## src/rtl/instr_mem_port_arbiter.sv

```systemverilog
// Single-port arbiter in front of the instruction RAM/boot-ROM wrapper.
// The core fetch port wins by default; a starvation counter forces loader grants.
module instr_mem_port_arbiter #(
  parameter int ADDR_WIDTH = 16,
  parameter int DATA_WIDTH = 32,
  parameter int STARVE_MAX = 4
) (
  input  logic                    clk,
  input  logic                    rst_n,
  input  logic                    core_req_i,
  input  logic [ADDR_WIDTH-1:0]   core_addr_i,
  output logic                    core_gnt_o,
  output logic                    core_rvalid_o,
  output logic [DATA_WIDTH-1:0]   core_rdata_o,
  input  logic                    bus_req_i,
  input  logic                    bus_we_i,
  input  logic [DATA_WIDTH/8-1:0] bus_be_i,
  input  logic [ADDR_WIDTH-1:0]   bus_addr_i,
  input  logic [DATA_WIDTH-1:0]   bus_wdata_i,
  output logic                    bus_gnt_o,
  output logic                    bus_rvalid_o,
  output logic [DATA_WIDTH-1:0]   bus_rdata_o,
  output logic                    mem_en_o,
  output logic [ADDR_WIDTH-1:0]   mem_addr_o,
  output logic [DATA_WIDTH-1:0]   mem_wdata_o,
  output logic                    mem_we_o,
  output logic [DATA_WIDTH/8-1:0] mem_be_o,
  input  logic [DATA_WIDTH-1:0]   mem_rdata_i
);

  localparam int CNT_WIDTH = $clog2(STARVE_MAX + 1);
  localparam logic [CNT_WIDTH-1:0] STARVE_LIMIT = CNT_WIDTH'(STARVE_MAX);

  typedef enum logic [1:0] {
    OWN_NONE,
    OWN_CORE,
    OWN_BUS,
    OWN_BUS_WR
  } owner_e;

  owner_e                owner_q, owner_d;
  logic [CNT_WIDTH-1:0]  starve_cnt_q, starve_cnt_d;
  logic                  starved;
  logic                  rom_write;

  always_comb begin
    starved    = (starve_cnt_q == STARVE_LIMIT);
    bus_gnt_o  = bus_req_i && (!core_req_i || starved);
    core_gnt_o = core_req_i && !bus_gnt_o;
  end

  always_comb begin
    // NOTE: every signal gets a default before any branch so no path leaves it unassigned and no latch is inferred.
    starve_cnt_d = '0;
    if (bus_req_i && !bus_gnt_o) begin
      starve_cnt_d = starved ? starve_cnt_q : starve_cnt_q + 1'b1;
    end
  end

  // Writes into the boot-ROM window are acknowledged but never reach the wrapper.
  always_comb begin
    rom_write   = bus_gnt_o && bus_we_i && bus_addr_i[ADDR_WIDTH-1];
    mem_en_o    = 1'b0;
    mem_we_o    = 1'b0;
    mem_addr_o  = '0;
    mem_wdata_o = '0;
    mem_be_o    = '0;
    if (core_gnt_o) begin
      mem_en_o   = 1'b1;
      mem_addr_o = core_addr_i;
      mem_be_o   = '1;
    end else if (bus_gnt_o) begin
      mem_en_o    = !rom_write;
      mem_we_o    = bus_we_i && !rom_write;
      mem_addr_o  = bus_addr_i;
      mem_wdata_o = bus_wdata_i;
      mem_be_o    = bus_be_i;
    end
  end

  always_comb begin
    owner_d = OWN_NONE;
    if (core_gnt_o) begin
      owner_d = OWN_CORE;
    end else if (bus_gnt_o) begin
      owner_d = bus_we_i ? OWN_BUS_WR : OWN_BUS;
    end
  end

  always_ff @(posedge clk or negedge rst_n) begin
    // NOTE: non-blocking assignments so every flop samples pre-edge values regardless of statement order.
    if (!rst_n) begin
      owner_q      <= OWN_NONE;
      starve_cnt_q <= '0;
    end else begin
      owner_q      <= owner_d;
      starve_cnt_q <= starve_cnt_d;
    end
  end

  // Read data is forwarded only to the owner of last cycle's grant; otherwise zero.
  always_comb begin
    core_rvalid_o = 1'b0;
    core_rdata_o  = '0;
    bus_rvalid_o  = 1'b0;
    bus_rdata_o   = '0;
    unique case (owner_q)
      OWN_CORE: begin
        core_rvalid_o = 1'b1;
        core_rdata_o  = mem_rdata_i;
      end
      OWN_BUS: begin
        bus_rvalid_o = 1'b1;
        bus_rdata_o  = mem_rdata_i;
      end
      OWN_BUS_WR: bus_rvalid_o = 1'b1;
      default: ;
    endcase
  end

endmodule

```

## config.mk

```make
export PLATFORM = sky130hd
export DESIGN_NAME = instr_mem_port_arbiter
export DESIGN_NICKNAME = d
export VERILOG_FILES = /design/src/rtl/instr_mem_port_arbiter.sv
export SDC_FILE = /design/constraint.sdc
export NUM_CORES = 1
export LEC_CHECK = 0
export BUFFER_PORTS_ARGS = -buffer_cell sky130_fd_sc_hd__buf_2
export CAP_MARGIN = 25
export CORE_AREA = 2 2 87 89
export DETAILED_ROUTE_END_ITERATION = 12
export DIE_AREA = 0 0 89 91
export SLEW_MARGIN = 15
export SYNTH_ARGS = -nofsm -noshare
export SYNTH_HDL_FRONTEND = slang
export SYNTH_SLANG_ARGS = --single-unit
```

## constraint.sdc

```tcl
create_clock -name clk -period 4.7 [get_ports clk]
set_clock_uncertainty 0.1 [all_clocks]
set_input_delay 0.94 -clock clk [delete_from_list [all_inputs] [get_ports clk]]
set_output_delay 0.94 -clock clk [all_outputs]
set_load 0.02 [all_outputs]
```

# [Word-level counts from Yosys, hierarchy flattened]
# Cells that the tools add are included.
[totals] output_inout_bits=122 inputBits=105 register_bits=5 elab_cells=38
[op_classes] n_mux=19 addsub=1 eq_ne=5 n_reduce_logical=11
[ops] op="$mux W32" n=4
[ops] op="$mux W16" n=2
[ops] op="$mux W4" n=2
[ops] op="$mux W1" n=7
[ops] op="$logic_and A1 B1 Y1" n=6
[ops] op="$mux W3" n=2
[ops] op="$eq A2 B2 Y1 const B" n=2
[ops] op="$mux W2" n=2
[ops] op="$add A3 B1 Y3 const B" n=1
[ops] op="$eq A3 B3 Y1 const B" n=1
[ops] op="$logic_not A1 Y1" n=3
[ops] op="$eq A2 B1 Y1 const B" n=1
[ops] op="$ne A2 B2 Y1 const B" n=1
[ops] op="$reduce_or A2 Y1" n=1
[ops] op="$logic_or A1 B1 Y1" n=1

# [Longest topological paths before layout]
[depth] word_depth=9 depth_mapped=6 depth_no_buf=4

# [Worst setup path before layout]
# No wires, ideal clock.
[synth_timing] path_type="input port to output port" startpoint="input port core_req_i" endpoint="output port mem_addr_o[10]" n_path_buf=2 stages=4 path_slack_ps=1872 t_required_ps=3660 arrival_ps=1788 cell_sequence="buf_4 -> a21boi_4 -> buf_4 -> o22ai_1"
[synth_via] elab_chain_len=6 elab_cells_between_ends=7 classes_between="2 x mux; 5 x reduce/logical"
[synth_rtl] item="start, declared" line="10" text="input logic core_req_i,"
[synth_rtl] item="$logic_not A1 Y1" line="48" text="bus_gnt_o = bus_req_i && (!core_req_i || starved);"
[synth_rtl] item="$logic_or A1 B1 Y1" line="48"
[synth_rtl] item="$logic_and A1 B1 Y1" line="48"
[synth_rtl] item="$logic_not A1 Y1" line="49" text="core_gnt_o = core_req_i && !bus_gnt_o;"
[synth_rtl] item="$logic_and A1 B1 Y1" line="49"
[synth_rtl] item="$mux W16 (*)" line="68" text="if (core_gnt_o) begin"
[synth_rtl] item="end, declared" line="24" text="output logic [ADDR_WIDTH-1:0] mem_addr_o,"
# Every way passes the cells marked *; elsewhere a longest branch is shown, timed or not.

# [Worst setup path after layout]
[layout_timing] startpoint="input port bus_req_i" endpoint="output port mem_addr_o[7]"
[layout_via] elab_chain_len=4 elab_cells_between_ends=5 classes_between="2 x mux; 3 x reduce/logical"
[layout_rtl] item="start, declared" line="15" text="input logic bus_req_i,"
[layout_rtl] item="$logic_and A1 B1 Y1 (*)" line="48"
[layout_rtl] item="$logic_not A1 Y1" line="49"
[layout_rtl] item="$logic_and A1 B1 Y1" line="49"
[layout_rtl] item="$mux W16 (*)" line="68"
# Marked as above.

==> results.yml <==
setup_path:
  crit_path_max_fanout: 23
  crit_buf_inv: 2
  cp_top_family: "simple AND/OR/NAND/NOR gates"
  cp-start-kind: "input port"
  worstSetupPathType: "input port to output pin"
  worst_path_max_delay_cell: "and3_1"
  crit_chain: "buf_2 > and3_1 > o22ai_1 > buf_2"
  critPathRequiredTime_ps: 3660
  end_kind: "output pin"
  max_stage_delay_ps: 660
  critical_path_arrival_ps: 2060
  timing.critical_path.mode_cell: "buf_2"
die:
  fp.dieH_um: 91
  ios: 227
  die_area_um2: 8100
  die_x_um: 89
  row_count: 31
  coreArea_um2: 7140
  start_util_pct: 18.2
yosys:
  yosys_warnings: 0
  synth_area_um2: 1300
  synth_seq_cells: 5
  syn_nets: 311
  syn_inst: 204
  ys_types: 24
  ys_seq_area_share_pct: 9.62
  avgSynthCellArea_um2: 6.38
detailed_routing:
  drt_iter0_drc: 31
  drc: 0
  ant_nets: 0
  routedWlPerCell_um: 11.1
  via_count: 2125
  firstDrtPassIters: 4
  vias_per_cell: 4.13
  routed_wl_um: 5730
clock_tree:
  postCtsSetupBuffers: 0
  cts_resized: 0
  holdBufCountCts: 0
  cts_made_buffers: 3
  htree_levels: 1
  cts_tree: "built"
  clockBufferDepth: 2
  root_buffer: "clkbuf_8"
  clk_pin_slew_ps: 30
  clock_latency_ps: 220
  cts_num_sinks: 5
placement:
  dpl-instance-area_um2: 2430
  dp.cells: 509
  io_buffers: 226
  dp_hpwl_um: 4920
  pre_cts_ws_ps: 1590
  gp_congestion: 0.743
timing:
  worst_slew_pin_slew_ps: 764
  final-hold-violation-count: 0
  holdWs_ps: 365
  max_freq_mhz: 322
  setup_viol: 0
  tns_ps: 0
  worst_slack_ps: 1600
  relSlewSlack_pct: 49.0
  fin_crit_ps: 3100
  rsz0062_at_grt: "no"
  drv_slew: 0
  min_period_over_period_pct: 66.0
power_and_ir_drop:
  ir_drop_uv: 140
  p_total_mw: 0.354
  power_density_nw_per_um2: 142
  power_leakage_nw: 1.67
finish:
  area_delta_synth_final_pct: 90.8
  final-instance-count-excl-fill: 515
  utilization_pct: 34.8
  final_area_um2: 2480
  num-nets-final: 522
  nFillCells: 812
  drive_above_1_share_pct: 56.3
global_route:
  grt_pass1_wl_um: 8470
  grt_pass1_vias: 1917
  grt_max_degree: 59
  grt_antenna_before_repair: 2
  track_usage_pct: 12.9
  grt_overflow_total: 0
job:
  maxCapViolCount: 0
outcome:
  outcome: "finished, final reports clean"
hold_path:
  hold_path.class: "flop to flop"
## worst paths after layout
check                                start               to  slack (ps)  depth (start not counted)
setup / recovery                 bus_req_i    mem_addr_o[7]        1600                          4
hold reg to reg            starve_cnt_q[0]  starve_cnt_q[0]         360                          1
setup reg to reg           starve_cnt_q[0]       owner_q[0]        2760                          4
max in group asynchronous            rst_n  starve_cnt_q[1]        3940                          1
hold / removal             starve_cnt_q[0]  starve_cnt_q[0]         360                          1
min in group asynchronous            rst_n       owner_q[1]         430                          1
## placed cells by master (no fill, tap or decap), drive strengths merged, types with 2 or more instances in the layout
cell type and instances:
buf 228, o22ai 16, and2 66, nand2 39, a211oi 2, and3 33
ha 2, o21ai 5, inv 4, diode 2, dfrtp 5, clkbuf 4
## cell families after synthesis
logic type	share of synthesized area, %
compound gates	14.5
fa+ha+maj	1.92
buf+inv	11.8
flops	9.62
simple gates	62.1
## Yosys cell counts
cell       instances  share of area (%)
a211oi_1           2                1.2
nor2b_1            1               0.48
ha_1               2                1.9
buf_2              3                1.2
buf_6              5                4.3
clkbuf_1          10                2.9
inv_1              4                1.2
and4b_1            1               0.77
a21bo_4            1                1.3
and2b_1            1               0.58
or3b_1             1               0.67
dfrtp_1            5                9.6
o21ai_1            2               0.77
nand2_1           39                 11
buf_4              4                2.3
a21boi_4           1                1.4
o22ai_1           16                7.7
nand2b_1           1               0.48
a21oi_1            1               0.38
o2bb2ai_1          1               0.67
nor2_1             1               0.29
and2_1            66                 32
o21ai_0            3                1.2
and3_1            33                 16
## power by group
part / total (mW) / internal (mW) / switching (mW)
Sequential: 0.0463 / 0.0452 / 0.00116
Clock: 0.0772 / 0.0580 / 0.0192
Combinational: 0.230 / 0.0949 / 0.135
Total: 0.354 / 0.198 / 0.155
## metal layers
metal | global-route usage [%] | share of wire [%] | up-vias
met2 | 24.4 | 48 | 141
met1 | 13.3 | 38 | 882
met4 | 4.60 | 2.3 | 0
met3 | 2.91 | 11 | 6
met5 | 0 | 0 | -
li1 | - | - | 1096
## area by class of cell
cell class,instances,area (um2),share of cell area (%)
Multi-Input combinational cell,173,1020,41.2
Tap cell,99,124,4.99
Clock buffer,4,45.0,1.81
Timing Repair Buffer,228,1150,46.2
Sequential cell,5,125,5.04
Inverter,4,15.0,0.605
Antenna cell,2,5.00,0.202
## state kept, by name, summed over array words and instances (netlist names)
signal / count
owner_q: 2
starve_cnt_q: 3
## worst reg2reg max path, stage by stage, from the launching register on
cell	delay (ps)
dfrtp_1	390
inv_1	60
ha_1	300
and3_1	710
o21ai_0	210
(Power assumes the default switching activity.)
